[config.mk]
export PLATFORM = sky130hd
export DESIGN_NAME = sort_nxn_seq
export DESIGN_NICKNAME = d
export VERILOG_FILES = /design/src/rtl/sort_nxn_seq.sv
export SDC_FILE = /design/constraint.sdc
export NUM_CORES = 1
export LEC_CHECK = 0
export CORE_AREA = 2 2 175 177
export DETAILED_ROUTE_END_ITERATION = 8
export DIE_AREA = 0 0 177 179
export DONT_BUFFER_PORTS = 1
export HOLD_SLACK_MARGIN = 0.06
export MAX_ROUTING_LAYER = met4
export PLACE_DENSITY_LB_ADDON = 0.2
export REMOVE_ABC_BUFFERS = 1
export SYNTH_ARGS = -nofsm -noshare
export SYNTH_HDL_FRONTEND = slang
export SYNTH_SLANG_ARGS = --single-unit
[constraint.sdc]
create_clock -name clk -period 2.25 [get_ports clk]
set_input_delay 0.45 -clock clk [delete_from_list [all_inputs] [get_ports clk]]
set_output_delay 0.45 -clock clk [all_outputs]
set_load 0.02 [all_outputs]
[src/rtl/sort_nxn_seq.sv]
// Shear-sort sequencer: alternates external row-sort and transpose on one window; result after 2*PASSES steps.
// Latency: accept edge N -> out_valid sampled at edge N+2*PASSES+1; holds result while !out_ready; in_ready only in IDLE.
module sort_nxn_seq #(
    parameter int SIZE       = 3,
    parameter int DATA_WIDTH = 8,
    parameter int PASSES     = 2
) (
    input  logic                            clk,
    input  logic                            rst_n,
    input  logic                            flush,
    input  logic [SIZE*SIZE*DATA_WIDTH-1:0] in_data,
    input  logic                            in_valid,
    output logic                            in_ready,
    output logic [SIZE*SIZE*DATA_WIDTH-1:0] sort_data,
    input  logic [SIZE*SIZE*DATA_WIDTH-1:0] sort_result,
    output logic [SIZE*SIZE*DATA_WIDTH-1:0] trans_data,
    input  logic [SIZE*SIZE*DATA_WIDTH-1:0] trans_result,
    output logic [SIZE*SIZE*DATA_WIDTH-1:0] out_data,
    output logic [DATA_WIDTH-1:0]           out_center,
    output logic                            out_valid,
    input  logic                            out_ready,
    output logic                            busy
);

    localparam int W     = SIZE*SIZE*DATA_WIDTH;
    localparam int CW    = $clog2(PASSES) + 1;
    localparam int MID   = SIZE / 2;
    localparam int C_LSB = (SIZE*SIZE - 1 - (MID*SIZE + MID)) * DATA_WIDTH;

    typedef enum logic [1:0] {
        IDLE  = 2'd0,
        SORT  = 2'd1,
        TRANS = 2'd2,
        DONE  = 2'd3
    } state_t;

    state_t        state_q, state_d;
    logic [W-1:0]  work_q,  work_d;
    logic [CW-1:0] cnt_q,   cnt_d;

    always_ff @(posedge clk or negedge rst_n) begin
        if (!rst_n) begin
            state_q <= IDLE;
            work_q  <= '0;
            cnt_q   <= '0;
        end else begin
            state_q <= state_d;
            work_q  <= work_d;
            cnt_q   <= cnt_d;
        end
    end

    always_comb begin
        state_d = state_q;
        work_d  = work_q;
        cnt_d   = cnt_q;
        case (state_q)
            IDLE: begin
                if (in_valid) begin
                    work_d  = in_data;
                    cnt_d   = '0;
                    state_d = SORT;
                end
            end
            SORT: begin
                work_d  = sort_result;
                state_d = TRANS;
            end
            TRANS: begin
                work_d  = trans_result;
                cnt_d   = cnt_q + CW'(1);
                state_d = (cnt_q == CW'(PASSES - 1)) ? DONE : SORT;
            end
            DONE: begin
                if (out_ready) begin
                    state_d = IDLE;
                end
            end
            default: state_d = IDLE;
        endcase
        // Abort keeps the work register so the datapath does not toggle needlessly.
        if (flush) begin
            state_d = IDLE;
            cnt_d   = '0;
            work_d  = work_q;
        end
    end

    assign sort_data  = work_q;
    assign trans_data = work_q;
    assign in_ready   = (state_q == IDLE);
    assign busy       = (state_q == SORT) || (state_q == TRANS);
    assign out_valid  = (state_q == DONE);
    assign out_data   = out_valid ? work_q : '0;
    assign out_center = out_valid ? work_q[C_LSB +: DATA_WIDTH] : '0;

endmodule

==> results of run 1 <==
## worst min-delay path by stage
stage	to	slack (ns)
final	cnt_q[1]	0.16
after floorplan	cnt_q[0]	0.15
after CTS	cnt_q[1]	0.13
after global routing	cnt_q[1]	0.13
after detailed placement	sort_data[53]	0.16
after global placement	sort_data[31]	0.16
## cell families after synthesis
logic type	synth area share [%]
buf+inv	16.0
flops	35.3
mux	15.1
compound gates	17.7
simple gates	14.5
fa+ha+maj	1.39
## layout make-up
cell class                 instances  share of cell area [%]
clock buffer                      12                    4.28
clock inverter                     4                    2.08
inverter                           3                   0.195
multi-input combinational        382                    46.0
sequential                        76                    33.0
tap                              396                    8.60
timing repair buffer              20                    5.82
## per-layer routing
layer	vias up	share of wire (%)
li1	1781	-
met1	1933	37
met2	274	52
met3	17	9.2
met4	0	1.8
met5	-	0
## Yosys cell counts (all sizes together)
library cell  number
ha                 6
nand3b             2
mux2              72
nand2b             2
a22oi             72
buf              102
clkbuf            25
nor3               1
nor2              73
inv                3
o21ai              2
and2              72
a21oi             76
dfrtp             76
nor2b              1
a31oi              1
a311oi             2
## cells in the final DEF, fill, tap and decap left out, types with 3 or more instances in the layout
cell type / n
inv_1: 3
buf_12: 10
mux2_2: 69
a21oi_1: 76
mux2_1: 3
clkbuf_16: 10
and2_1: 71
dfrtp_1: 76
buf_4: 6
bufinv_16: 4
nor2_1: 73
a22oi_1: 72
## flip-flops by register name (all words and copies together) (netlist names)
register   count
sort_data     72
cnt_q          2
state_q        2
## critical path: cells and delay by family, from the launching register on
kind,cells,cell delay (ns)
buf+inv,1,0.18
fa+ha+maj,1,0.28
flops,1,0.46
simple gates,1,0.40
## per-stage QoR
stage / setup TNS (ns) / std cells
after floorplan: -95.68 / 461
after global placement: 0 / 874
after detailed placement: 0 / 874
after CTS: 0 / 892
after global routing: 0 / 893
final: 0 / 893
## power groups by stage
stage                     sequential [mW]  combinational, mW  clock (mW)
after floorplan                      4.32               2.38           0
after global placement               4.57               3.27           0
after detailed placement             4.57               3.35           0
after CTS                            4.55               3.39        1.91
after global routing                 4.69               3.84        1.97
final                                4.52               3.45        1.83
## what timing repair did
action | CTS | global route
buffers inserted | 0 | 0
setup endpoints to repair | 0 | 3
gates resized for setup | 0 | 2
hold buffers | 2 | 0
endpoints found under the hold margin | 76 | 0
==> run metrics, run 1 <==
Final Cycle Share 94.9%; Yosys Warn Count 0; Setup crit end out_data[39]; min setup slack post-route ~0.11 ns; Max-cap violations 0; Clock Latency Late Sink ~0.35 ns; detailed-router iteration count before antenna repair 6; Power, Total around 10 mW; Mapped Area about 5400 um^2; Critical Path RT ~1.8 ns; Clock Power Share about a fifth; CTS Root Cell clkbuf_16; Final Max Tran Viols 0; grt peak-use layer met2; crit path max-delay cell type dfrtp_1; Seq/Total Area, Yosys a little over a third; met1 Use GR about a tenth; CP Launch Type register; initial antenna violation count 0; Core Rows 64; M2 GR Usage between 15 and 20%; R2R setup slack roughly 0.28 ns; total die area between 30000 and 40000 um^2; register area between 1500 and 2000 um^2; DR vias between 4000 and 5000; Multi-input gate area about 2700 um^2; H-tree levels 3; largest net degree at the start of global routing 77; Sw Share 50.7%; Critical Path, Cell by Cell ha_2 -> buf_12 -> and2_1; GRT Total Usage 9.42%; minimum clock period between 2 and 2.5 ns; Synth Register Bits 76; M3 GR Usage about 3.1%; Starting Density between 15 and 20%; P_int roughly 4.8 mW; Yosys top cell area share approximately a third; worst-margin pin slew roughly 0.48 ns; Cells after Synth around 600; clk sinks 76; WL/cell between 15 and 20 um; HPWL after DPL about 11 mm; CP Launch Point state_q[1]; Hold Violations, Final 0; final setup fails 0; min-delay src flush; final antenna-violating net count 0; DR vias/cell 4.48; core area 30000 um^2; Yosys cell types 20; critical path class register to output pin; combinational power share 35.2%; largest area contributor in the netlist dfrtp_1; Worst Hold Depth 1; Max rail drop VDD approximately 0.50 mV; Placer Congestion roughly 0.77; worst rel slew slack approximately two thirds; Flop pwr share 46.1%; max incr delay on CP around 0.46 ns; final core occ a little under a fifth; crit end category output pin; status completed; Post-Route WL roughly 16 mm; Fmax achieved 468 MHz; clock slew at reported path FFs roughly 0.060 ns; number of diodes 0; Syn Area/Cell just over 9 um^2; RSZ-0062 raised after global routing false; Syn-to-layout area delta 7.06%; final instance area between 5000 and 6000 um^2; Worst Path Arrival between 1.5 and 2 ns; die span in y between 150 and 200 um; pwr/cell area between 1500 and 2000 nW/um^2; CTS buffer count 9; detailed-route DRC error count 0; number of port buffers 0; leakage power ~2.2 nW; main area contributors after synthesis dfrtp_1, mux2_2, buf_4; FILL cells approximately 3300; R2R Path End sort_data[47]; area post-placement approximately 5300 um^2; Die W 177 um; WHS approximately 0.16 ns; CP max FO 35; Layout Nets about 700; reg2reg start state_q[0]; CTS tree built; clock skew about 0.0058 ns; share of cells above drive strength 1 a little over a fifth; R2R depth 6; net switching power approximately 5 mW; Hold Crit Class input pin to register; first-pass GRT wire length around 22 mm; I/O Pins 448; clk buf depth 2; number of global-route vias before repair between 3000 and 4000; Iteration-0 DRC Markers 185; dpl ws between 0.2 and 0.3 ns; Overflow after GRT 0
Power figures use the tool's default switching activity.
==> run 2: changes to the inputs <==
- PLACE_DENSITY: default -> 0.3
- PLACE_DENSITY_LB_ADDON: 0.2 -> default
==> run 2 against run 1 <==
Via count up 1.1%. Global-route usage increased by 0.73 points. Final cell count increased by 0.22%. Clock skew is 0.0055 ns higher. Clock-buffer cell count down 1. Critical path depth up 1. Combinational power about the same. Largest power group unchanged.
==> run metrics, run 2 (synthesized netlist as in run 1, its figures left out) <==
worst hold path endpoint cnt_q[0]; clk sinks 76 (unchanged); CP Launch Type register; min-delay src flush; Max-cap violations 0 (unchanged); Syn-to-layout area delta 5.69%; Overflow after GRT 0 (unchanged); HPWL after DPL 12.3 mm (+7.5%); Iteration-0 DRC Markers 192 (+3.8%); commonest cells after routing, fill and taps aside a21oi_1, dfrtp_1, nor2_1; total die area 31700 um^2 (unchanged); core area 30000 um^2 (unchanged); Cell Count, Final, Fillers Out 895 (+0.22%); clock skew 0.0113 ns (+0.00551 ns); crit end category output pin; CP bufs+invs 2 (+1); max reg flops 72 (unchanged); final core occ 19.0% (-0.25 points); final instance area 5690 um^2 (-1.3%); Core Rows 64 (unchanged); final setup fails 0 (unchanged); initial antenna violation count 0 (unchanged); pwr/cell area 1670 nW/um^2 (-1.9%); commonest non-fill, non-tap cell in the layout a21oi_1; CTS tree built; first-pass GRT wire length 23.6 mm (+8.1%); critical path class register to output pin; area post-placement 5310 um^2 (-0.38%); Max rail drop VDD 0.574 mV (+14%); DR vias 4051 (+1.1%); RSZ-0062 raised after global routing false; min setup slack post-route 0.131 ns (+0.0171 ns); crit path max-delay cell type dfrtp_2; R2R Path End sort_data[58]; GRT Total Usage 10.1% (+0.73 points); Final Cycle Share 94.2% (-0.76 points); number of port buffers 0 (unchanged); I/O Pins 448 (unchanged); final antenna-violating net count 0 (unchanged); die span in y 179 um (unchanged); H-tree levels 3 (unchanged); minimum clock period 2.12 ns (-0.0171 ns); sum of negative setup slack 0 ns (unchanged); Worst Hold Depth 1 (unchanged); CP Launch Point state_q[0]; Placed Cells 875 (+0.11%); largest net degree at the start of global routing 77 (unchanged); leakage power 2.12 nW (-1.7%); Final Max Tran Viols 0 (unchanged); worst-margin pin slew 0.621 ns (+0.145 ns); share of cells above drive strength 1 23.1% (+1.2 points); DR vias/cell 4.53 (+0.92%); Most common cell on crit path buf_12; reg2reg start state_q[1]; Critical Path, Cell by Cell ha_2 -> buf_12 -> and2_1 -> buf_12; max incr delay on CP 0.44 ns (-0.02 ns); worst rel slew slack 58.6% (-9.6 points); Hold Violations, Final 0 (unchanged); Placer Congestion 0.722 (-6.8%); R2R setup slack 0.16 ns (-0.12 ns); Layout Nets 721 (+0.28%); CTS Root Cell clkbuf_16; dpl ws 0.135 ns (-0.134 ns); number of global-route vias before repair 3857 (-0.62%); Die W 177 um (unchanged); Starting Density 17.9% (unchanged); detailed-router iteration count before antenna repair 4 (-2); Critical Path RT 1.80 ns (about the same); Hold Crit Class input pin to register; detailed-route DRC error count 0 (unchanged); cell family contributing the most delay on the critical path flip-flops; Post-Route WL 18.1 mm (+14%); status completed; WL/cell 20.3 um (+14%); clk buf depth 2 (unchanged); FILL cells 3327 (+0.030%); clock slew at reported path FFs 0.07 ns (about the same); Clock Latency Late Sink 0.34 ns (about the same); Fmax achieved 472 MHz (+0.81%); Worst Path Arrival 1.67 ns (-0.02 ns); CP max FO 39 (+11%); R2R depth 6 (unchanged); CTS buffer count 9 (unchanged)
run 2: how the worst max path moves through the flow:
| stage | to | slack, ns | cells past startpoint |
|---|---|---|---|
| detailed placement | sort_data[54] | 0.14 | 5 |
| floorplan | sort_data[28] | -1.31 | 4 |
| global placement | sort_data[50] | 0.22 | 6 |
| global route | out_center[3] | 0.05 | 4 |
| CTS | out_center[5] | 0.02 | 4 |
| finish | out_center[3] | 0.13 | 4 |
run 2: metal layers:
layer,GRT usage [%],vias up,part of all wire (%)
li1,-,1774,-
met1,11.1,1994,39
met2,17.8,271,52
met3,3.01,12,7.8
met4,2.82,0,1.2
met5,-,-,0
run 2: timing repair:
action,in CTS,in global routing
setup buffers,0,1
gates resized for setup,3,2
cloned,0,1
hold endpoints to repair,76,0
setup endpoints to repair,6,30
hold buffers,2,0
run 2: through the flow:
stage | power [mW] | hold WS [ns]
2_1_floorplan | 6.69 | 0.154
3_3_place_gp | 7.87 | 0.157
3_5_place_dp | 7.95 | 0.157
4_1_cts | 9.59 | 0.141
5_1_grt | 10.2 | 0.133
6_report | 9.49 | 0.162
run 2: final cells by class:
cell class / instances / area [um^2] / share of cell area (%)
Sequential cell: 76 / 1900 / 33.5
Tap cell: 396 / 495 / 8.71
Multi-Input combinational cell: 382 / 2670 / 46.9
Inverter: 3 / 11.3 / 0.198
Antenna cell: 1 / 2.50 / 0.0440
Clock buffer: 11 / 243 / 4.27
Timing Repair Buffer: 22 / 318 / 5.58
Clock inverter: 4 / 50.0 / 0.880
run 2: power breakdown:
group	internal [mW]	switching [mW]	leakage [nW]
registers	2.02	2.51	0.900
logic	1.52	1.92	1.08
clock network	0.885	0.642	0.138
